## config.mk

```make
export PLATFORM = sky130hd
export DESIGN_NAME = ps2_rx_frame
export DESIGN_NICKNAME = d
export VERILOG_FILES = /design/src/rtl/ps2_pkg.sv /design/src/rtl/ps2_sync_filter.sv /design/src/rtl/ps2_rx_frame.sv
export SDC_FILE = /design/constraint.sdc
export NUM_CORES = 1
export LEC_CHECK = 0
export BUFFER_PORTS_ARGS = -buffer_cell sky130_fd_sc_hd__buf_4
export CAP_MARGIN = 25
export CORE_MARGIN = 2
export CORE_UTILIZATION = 28
export DETAILED_ROUTE_END_ITERATION = 12
export GPL_TIMING_DRIVEN = 0
export SLEW_MARGIN = 0
export SYNTH_ARGS = -nofsm -noshare
export SYNTH_HDL_FRONTEND = slang
export SYNTH_SLANG_ARGS = --single-unit
```

## constraint.sdc

```tcl
create_clock -name clk -period 2.2 [get_ports clk]
set_input_delay 0.22 -clock clk [delete_from_list [all_inputs] [get_ports clk]]
set_output_delay 0.22 -clock clk [all_outputs]
set_load 0.03 [all_outputs]
```

## src/rtl/ps2_pkg.sv

```systemverilog
// Shared types and constants for the PS/2 receive path.
package ps2_pkg;

    typedef enum logic [1:0] {
        IDLE,
        DATA,
        PARITY,
        STOP
    } ps2_state_t;

    localparam int PS2_FRAME_BITS = 11;

endpackage

```

## src/rtl/ps2_sync_filter.sv

```systemverilog
// Two-flop synchroniser plus run-length deglitcher for the raw PS/2 clock pin.
module ps2_sync_filter
    import ps2_pkg::*;
#(
    parameter int FILTER_LEN = 8
) (
    input  logic clk,
    input  logic rst_n,
    input  logic pin,
    output logic filt,
    output logic fall
);

    logic                  sync1;
    logic                  sync2;
    logic                  filt_d;
    logic [FILTER_LEN-1:0] hist;
    logic [FILTER_LEN-1:0] hist_next;

    // The newest synced sample counts toward the run, so filt moves on the
    // same edge that completes FILTER_LEN equal samples.
    assign hist_next = {hist[FILTER_LEN-2:0], sync2};

    always_ff @(posedge clk or negedge rst_n) begin
        if (!rst_n) begin
            sync1  <= 1'b1;
            sync2  <= 1'b1;
            hist   <= '1;
            filt   <= 1'b1;
            filt_d <= 1'b1;
        end else begin
            sync1  <= pin;
            sync2  <= sync1;
            hist   <= hist_next;
            filt_d <= filt;
            if (hist_next == '0) begin
                filt <= 1'b0;
            end else if (&hist_next) begin
                filt <= 1'b1;
            end
        end
    end

    assign fall = filt_d & ~filt;

endmodule

```

## src/rtl/ps2_rx_frame.sv

```systemverilog
// PS/2 device-to-host frame receiver: conditions the pins, deserialises
// 11-bit frames, checks parity/stop and aborts stalled frames.
module ps2_rx_frame
    import ps2_pkg::*;
#(
    parameter int FILTER_LEN     = 8,
    parameter int TIMEOUT_CYCLES = 10000
) (
    input  logic       clk,
    input  logic       rst_n,
    input  logic       ps2_clk,
    input  logic       ps2_data,
    output logic [7:0] out_byte,
    output logic       new_byte,
    output logic       frame_err,
    output logic       busy
);

    localparam int              WD_W   = $clog2(TIMEOUT_CYCLES);
    localparam logic [WD_W-1:0] WD_MAX = WD_W'(TIMEOUT_CYCLES - 1);

    ps2_state_t      state;
    logic [2:0]      bit_cnt;
    logic [7:0]      shift;
    logic            par;
    logic [WD_W-1:0] wd_cnt;
    logic            data_sync1;
    logic            data_sync2;
    logic            fall;
    logic            ps2_clk_filt_unused;

    ps2_sync_filter #(
        .FILTER_LEN(FILTER_LEN)
    ) u_clk_filter (
        .clk  (clk),
        .rst_n(rst_n),
        .pin  (ps2_clk),
        .filt (ps2_clk_filt_unused),
        .fall (fall)
    );

    always_ff @(posedge clk or negedge rst_n) begin
        if (!rst_n) begin
            data_sync1 <= 1'b1;
            data_sync2 <= 1'b1;
        end else begin
            data_sync1 <= ps2_data;
            data_sync2 <= data_sync1;
        end
    end

    // A fall always takes priority over watchdog expiry in the same cycle.
    always_ff @(posedge clk or negedge rst_n) begin
        if (!rst_n) begin
            state     <= IDLE;
            bit_cnt   <= 3'd0;
            shift     <= 8'h00;
            par       <= 1'b0;
            wd_cnt    <= '0;
            out_byte  <= 8'h00;
            new_byte  <= 1'b0;
            frame_err <= 1'b0;
        end else begin
            new_byte  <= 1'b0;
            frame_err <= 1'b0;
            if (fall) begin
                wd_cnt <= '0;
                case (state)
                    IDLE: begin
                        if (!data_sync2) begin
                            state   <= DATA;
                            bit_cnt <= 3'd0;
                        end
                    end
                    DATA: begin
                        shift   <= {data_sync2, shift[7:1]};
                        bit_cnt <= bit_cnt + 3'd1;
                        if (bit_cnt == 3'd7) begin
                            state <= PARITY;
                        end
                    end
                    PARITY: begin
                        par   <= data_sync2;
                        state <= STOP;
                    end
                    STOP: begin
                        if (data_sync2 && (^{shift, par})) begin
                            out_byte <= shift;
                            new_byte <= 1'b1;
                        end else begin
                            frame_err <= 1'b1;
                        end
                        state <= IDLE;
                    end
                    default: state <= IDLE;
                endcase
            end else if (state == IDLE) begin
                wd_cnt <= '0;
            end else if (wd_cnt == WD_MAX) begin
                state     <= IDLE;
                frame_err <= 1'b1;
                wd_cnt    <= '0;
            end else if (wd_cnt != '1) begin
                wd_cnt <= wd_cnt + 1'b1;
            end
        end
    end

    assign busy = (state != IDLE);

endmodule
```

-- Word level (Yosys, flattened, before mapping)
Cells that the tools add are included.
- output and inout bits: 11
- word-level logic and storage cells: 65
- register bits: 51
- input bits: 4
- multiplexer cells: 22
- equality and inequality tests: 9
- reductions and logical operators: 15
- $add $sub $neg: 2
- bitwise logic cells: 2
- operator list (kind ; number):
    $mux W14 ; 4
    $add A14 B1 Y14 const B ; 1
    $eq A14 B14 Y1 const B ; 1
    $ne A14 B14 Y1 const B ; 1
    $mux W1 ; 10
    $mux W2 ; 5
    $reduce_xor A9 Y1 ; 1
    $logic_not A8 Y1 ; 1
    $pmux W2 S4 ; 1
    $reduce_and A8 Y1 ; 1
    $reduce_bool A2 Y1 ; 4
    $pmux W3 S2 ; 1
    $reduce_and A3 Y1 ; 2
    $eq A2 B2 Y1 const B ; 2
    $ne A2 B2 Y1 const B ; 2
    $reduce_and A2 Y1 ; 2
    $reduce_and A4 Y1 ; 1
    $reduce_bool A4 Y1 ; 1
    $add A3 B1 Y3 const B ; 1
    $eq A3 B3 Y1 const B ; 1
    $mux W3 ; 1
    $ne A3 B3 Y1 const B ; 1
    $eq A2 B1 Y1 const B ; 1
    $logic_not A2 Y1 ; 1
    other kinds (3) ; 3

-- Depth between registers and ports, before layout
- word-level depth: 5
- depth in mapped cells: 7
- depth with buffers taken out: 6

-- Cells and area by module
From an unflattened synthesis, not the netlist that was laid out.
- cells, all modules: 185
- area total of the unflattened synthesis: 2257.2 µm²
- by module, submodules not included (module ; cells an instance ; area an instance (µm²) ; sequential area each (µm²) ; instances):
    ps2_rx_frame ; 167 ; 1924.3 ; 1003.5 ; 1
    ps2_sync_filter ; 18 ; 332.8 ; 289.0 ; 1

-- Worst setup path before layout
No wires, ideal clock.
- path kind: register -> register
- start point: reg wd_cnt[6]
- end point: reg wd_cnt[11]
- clock period less this slack: 1.911 ns
- path buffers: 1
- setup time: 0.134 ns
- arrival time: 1.777 ns
- data required time: 2.066 ns
- slack: 0.289 ns
- cell stages (with the launch flop): 6
- cell sequence: dfrtp_1 or4_1 or4_4 nand2_1 buf_4 a21oi_1
- cells in the longest elaborated chain, start to end: 5
- elaborated cells between the ends (all ways): 8
- those cells by class: add/sub (1); eq/ne (2); mux (4); reduce/logical (1)
- RTL lines (what ; line ; RTL):
    from (decl) ; ps2_rx_frame.sv:26 ; logic [WD_W-1:0] wd_cnt;
    from (signal assigned) ; ps2_rx_frame.sv:104 ; wd_cnt <= wd_cnt + 1'b1;
    $add A14 B1 Y14 ; ps2_rx_frame.sv:104 ;
    $mux W14 ; ps2_rx_frame.sv:103 ; end else if (wd_cnt != '1) begin
    $mux W14 ; ps2_rx_frame.sv:99 ; end else if (wd_cnt == WD_MAX) begin
    $mux W14 ; ps2_rx_frame.sv:97 ; end else if (state == IDLE) begin
    $mux W14 ; ps2_rx_frame.sv:66 ; if (fall) begin
Parallel ways exist; a longest one is shown, timed or not. The select of a mux whose other input is x is not followed.
A chain may end at the register's enable or synchronous reset.

-- Final worst setup path
Ends and elaborated chain as after synthesis.

==> out/summary.log <==
INFO  outcome        outcome=completed
INFO  clocking       clkSinkCount=51
INFO  synthesis      yosysWarnings=0
INFO  run            maxCapViolations=0
INFO  detailed_routing dr.first_iter.drc_count=49
INFO  detailed_routing via_per_inst=4.76
INFO  cells_and_area design.final.nets=230
INFO  synthesis      synth.top_cell.area_share=41.0%
INFO  timing         post-route-worst-setup-slack=0.153ns
INFO  synthesis      synthTopCellsByCount=38 x dfrtp_1, 17 x mux2_2, 17 x nand2_1, 13 x dfstp_2, 12 x a21oi_1
INFO  worst_setup_path crit_start=wd_cnt[6]
INFO  cells_and_area num_antenna_cells=0
INFO  placement      gp_routability_congestion=0.818
INFO  placement      dpl_worst_slack=-0.0781ns
INFO  detailed_routing drt_pre_antenna_iters=4
INFO  worst_setup_path regToRegSetupSlack=0.15ns
INFO  worst_setup_path worst_path_dominant_cell_family=simple AND/OR/NAND/NOR gates
INFO  synthesis      synthesis.area_per_instance=12.0µm²
INFO  synthesis      mappedNetlistArea=2320µm²
INFO  cells_and_area final_cell_area=2720µm²
INFO  timing         report.final.hold_viol_count=0
INFO  worst_setup_path max_stage_delay_on_crit_path=0.56ns
INFO  synthesis      number_of_enable_type_register_cells_in_the_synthesized_netlist=0
INFO  timing         final.setup.tns=0ns
INFO  timing         finalMaxSlewViolations=0
INFO  power_and_ir_drop power.sequential.fraction=56.3%
INFO  timing         worst_slew_margin_rel=58.2%
INFO  clocking       cts_h_tree_depth=2
INFO  floorplan      floorplan.die_area=9030µm²
INFO  synthesis      post-synth-top-area-cell=dfrtp_1
INFO  placement      io_buffer_count=14
INFO  detailed_routing postRouteWirelength=3.98mm
INFO  synthesis      synth_most_common_cell=dfrtp_1
INFO  worst_setup_path critical_path_required=2.38ns
INFO  timing         worst_clock_skew=0.00920ns
INFO  floorplan      placement_rows=33
INFO  floorplan      core_region=8130µm²
INFO  power_and_ir_drop total_power=1.74mW
INFO  synthesis      postSynth.asyncResetShare=100%
INFO  clocking       clk_root_buffer_cell=clkbuf_8
INFO  timing         setup-violations-final=0
INFO  clocking       clock_latency=0.31ns
INFO  global_routing globalRouteTotalUtil=10.3%
INFO  timing         rsz0062_at_grt=false
INFO  global_routing grt_pass1_vias=1,549
INFO  worst_setup_path list_of_cells_traversed_by_the_critical_path=or4_1 -> or4_4 -> nand2_2 -> buf_4 -> a21oi_1
INFO  timing         final_period_minus_worst_setup_slack=2.05ns
INFO  timing         final_critical_path_share_of_the_clock_period=93.0%
INFO  timing         fin_worst_hold_slack=0.349ns
INFO  worst_setup_path rr_endpoint=wd_cnt[11]
INFO  synthesis      yosys_register_bits=51
INFO  global_routing wire_length_of_the_first_global_routing_pass=7.34mm
INFO  floorplan      pin_count=15
INFO  hold_path      holdCritPathClass=reg2reg
INFO  worst_setup_path critPathKind=reg2reg
INFO  detailed_routing routed-via-count=1,543
INFO  worst_setup_path critical_path_peak_fanout=10
INFO  worst_setup_path worst_setup_path_start_kind=register
INFO  power_and_ir_drop power.static_leakage=1.19nW
INFO  global_routing antenna_found_initial=0
INFO  synthesis      ys_seq_area_share=55.7%
INFO  global_routing grt_max_degree=52
INFO  clocking       worst_case_clock_buffer_depth=2
INFO  hold_path      holdPathStages=0
INFO  clocking       cts.clk_slew.worst_paths=0.10ns
INFO  synthesis      post_synth_num_cell_types=42
INFO  placement      placed_cell_area=2560µm²
INFO  power_and_ir_drop p_switching=0.405mW
INFO  cells_and_area fillCellCount=804
INFO  timing         worst_pin_slew=0.628ns
INFO  hold_path      hp-start=data_sync1
INFO  detailed_routing drt-wirelength-per-cell=12.3µm
INFO  cells_and_area areaGrowthSynthToFinish=17.3%
INFO  detailed_routing final_routed_drc_violation_total=0
INFO  worst_setup_path r2r-start=wd_cnt[6]
INFO  worst_setup_path r2r_cells=5
INFO  floorplan      die_h=95.0µm
INFO  power_and_ir_drop pwr_density_cell=640nW/µm²
INFO  placement      place_hpwl=2.72mm
INFO  clocking       tritoncts.num_buffers=5
INFO  synthesis      netlist_instances=194
INFO  worst_setup_path critical_path.endpoint_type=register
INFO  synthesis      synth.top_cells.by_area=dfrtp_1 41%, dfstp_2 15%, mux2_2 8.2%
INFO  power_and_ir_drop worst_case_vdd_ir_drop=0.210mV
INFO  synthesis      postSynth.topFlopCell=dfrtp_1
INFO  power_and_ir_drop comb_power_share=5.1%
INFO  power_and_ir_drop internal_power=1.34mW
INFO  synthesis      synthesis.nets=206
INFO  detailed_routing final_ant_viol_nets=0
INFO  timing         fmax=489MHz
INFO  global_routing grt-ovfl-total=0
INFO  worst_setup_path timing.critical_path.slowest_stage_cell=or4_4
INFO  cells_and_area final_layout_size_suffix_gt1_share=29.2%
INFO  worst_setup_path path_buf_inv=1
INFO  floorplan      initial_core_util=28.5%
INFO  hold_path      hold-path-endpoint=data_sync2
INFO  power_and_ir_drop pwr-share-clk=38.6%
INFO  cells_and_area multi_input_area=996µm²
INFO  power_and_ir_drop power.share.switching=23.3%
INFO  floorplan      die_width=95.0µm
INFO  cells_and_area ff_latch_area=1290µm²
INFO  clocking       tritoncts=built
INFO  worst_setup_path worstPathArrival=2.23ns
-- placed cells by master, fill, tap and decap left out, types with 5 or more instances in the layout --
master / instances
o21ai_0: 5
clkbuf_8: 5
buf_4: 16
nor2_1: 10
dfrtp_1: 36
a21oi_1: 12
nand4_1: 5
nand3_1: 7
nand2_1: 16
ha_1: 7
dfstp_2: 13
inv_1: 5
mux2_2: 17
or4_1: 5
-- power groups by stage --
stage	Combinational, mW	Sequential, mW	Clock, mW
after global placement	0.0846	0.997	0
final	0.0884	0.981	0.671
after global routing	0.103	0.985	0.742
after CTS	0.0872	0.981	0.698
after detailed placement	0.0856	0.998	0
after floorplan	0.0477	0.993	0
-- per-stage QoR --
stage	cells	utilization, %
6_report	324	33.5
5_1_grt	324	33.5
4_1_cts	322	33.1
3_5_place_dp	313	31.4
3_3_place_gp	313	31.4
2_1_floorplan	194	-
-- flip-flops by register name, indices dropped and copies added (netlist names) --
name / flops
u_clk_filter.hist: 7
frame_err: 1
u_clk_filter.filt: 1
shift: 8
data_sync2: 1
wd_cnt: 14
state: 2
out_byte: 8
u_clk_filter.sync1: 1
par: 1
u_clk_filter.filt_d: 1
data_sync1: 1
new_byte: 1
bit_cnt: 3
u_clk_filter.sync2: 1
-- how the worst max path moves through the flow --
stage | endpoint | slack [ns] | cells past startpoint
after floorplan | wd_cnt[11] | 0.29 | 5
after global placement | wd_cnt[1] | -0.06 | 7
after detailed placement | wd_cnt[1] | -0.08 | 7
after CTS | wd_cnt[1] | 0.03 | 7
after global routing | wd_cnt[1] | 0.03 | 7
final | wd_cnt[11] | 0.15 | 5
-- what timing repair did --
| action | 4_1_cts | 5_1_grt |
|---|---|---|
| setup buffers | 0 | 0 |
| resized for setup | 2 | 6 |
| pin swaps | 0 | 1 |
| hold buffers | 1 | 2 |
| hold endpoints to repair | 38 | 2 |
| endpoints found under the setup margin | 10 | 11 |
-- layout make-up --
class | count | area share, %
sequential | 51 | 47.6
multi-input combinational | 133 | 36.6
timing repair buffer | 17 | 4.97
tap | 105 | 4.83
clock buffer | 5 | 2.53
clock inverter | 3 | 1.70
buffer | 5 | 1.10
inverter | 5 | 0.690
-- cell families (layout without fill, tap and decap cells) --
| kind of cell | Yosys count | after routing | share of synthesized area [%] |
|---|---|---|---|
| XOR/XNOR | 7 | 7 | 3.88 |
| buffers and inverters | 10 | 35 | 1.89 |
| AO/OA/AOI/OAI | 32 | 32 | 8.84 |
| multiplexers | 20 | 20 | 10.1 |
| flip-flops | 51 | 51 | 55.7 |
| AND/OR/NAND/NOR | 66 | 66 | 15.3 |
| adder cells (fa/ha/maj) | 8 | 8 | 4.31 |
-- metal layers --
metal  global-route usage, %  part of all wire (%)  vias up
li1                        -                     -      760
met1                    13.4                    48      758
met2                    16.3                    48       21
met3                    3.32                   3.5        4
met4                    2.90                   1.1        0
met5                       0                     0        -
Note: power is estimated with default switching activity, not from simulation.
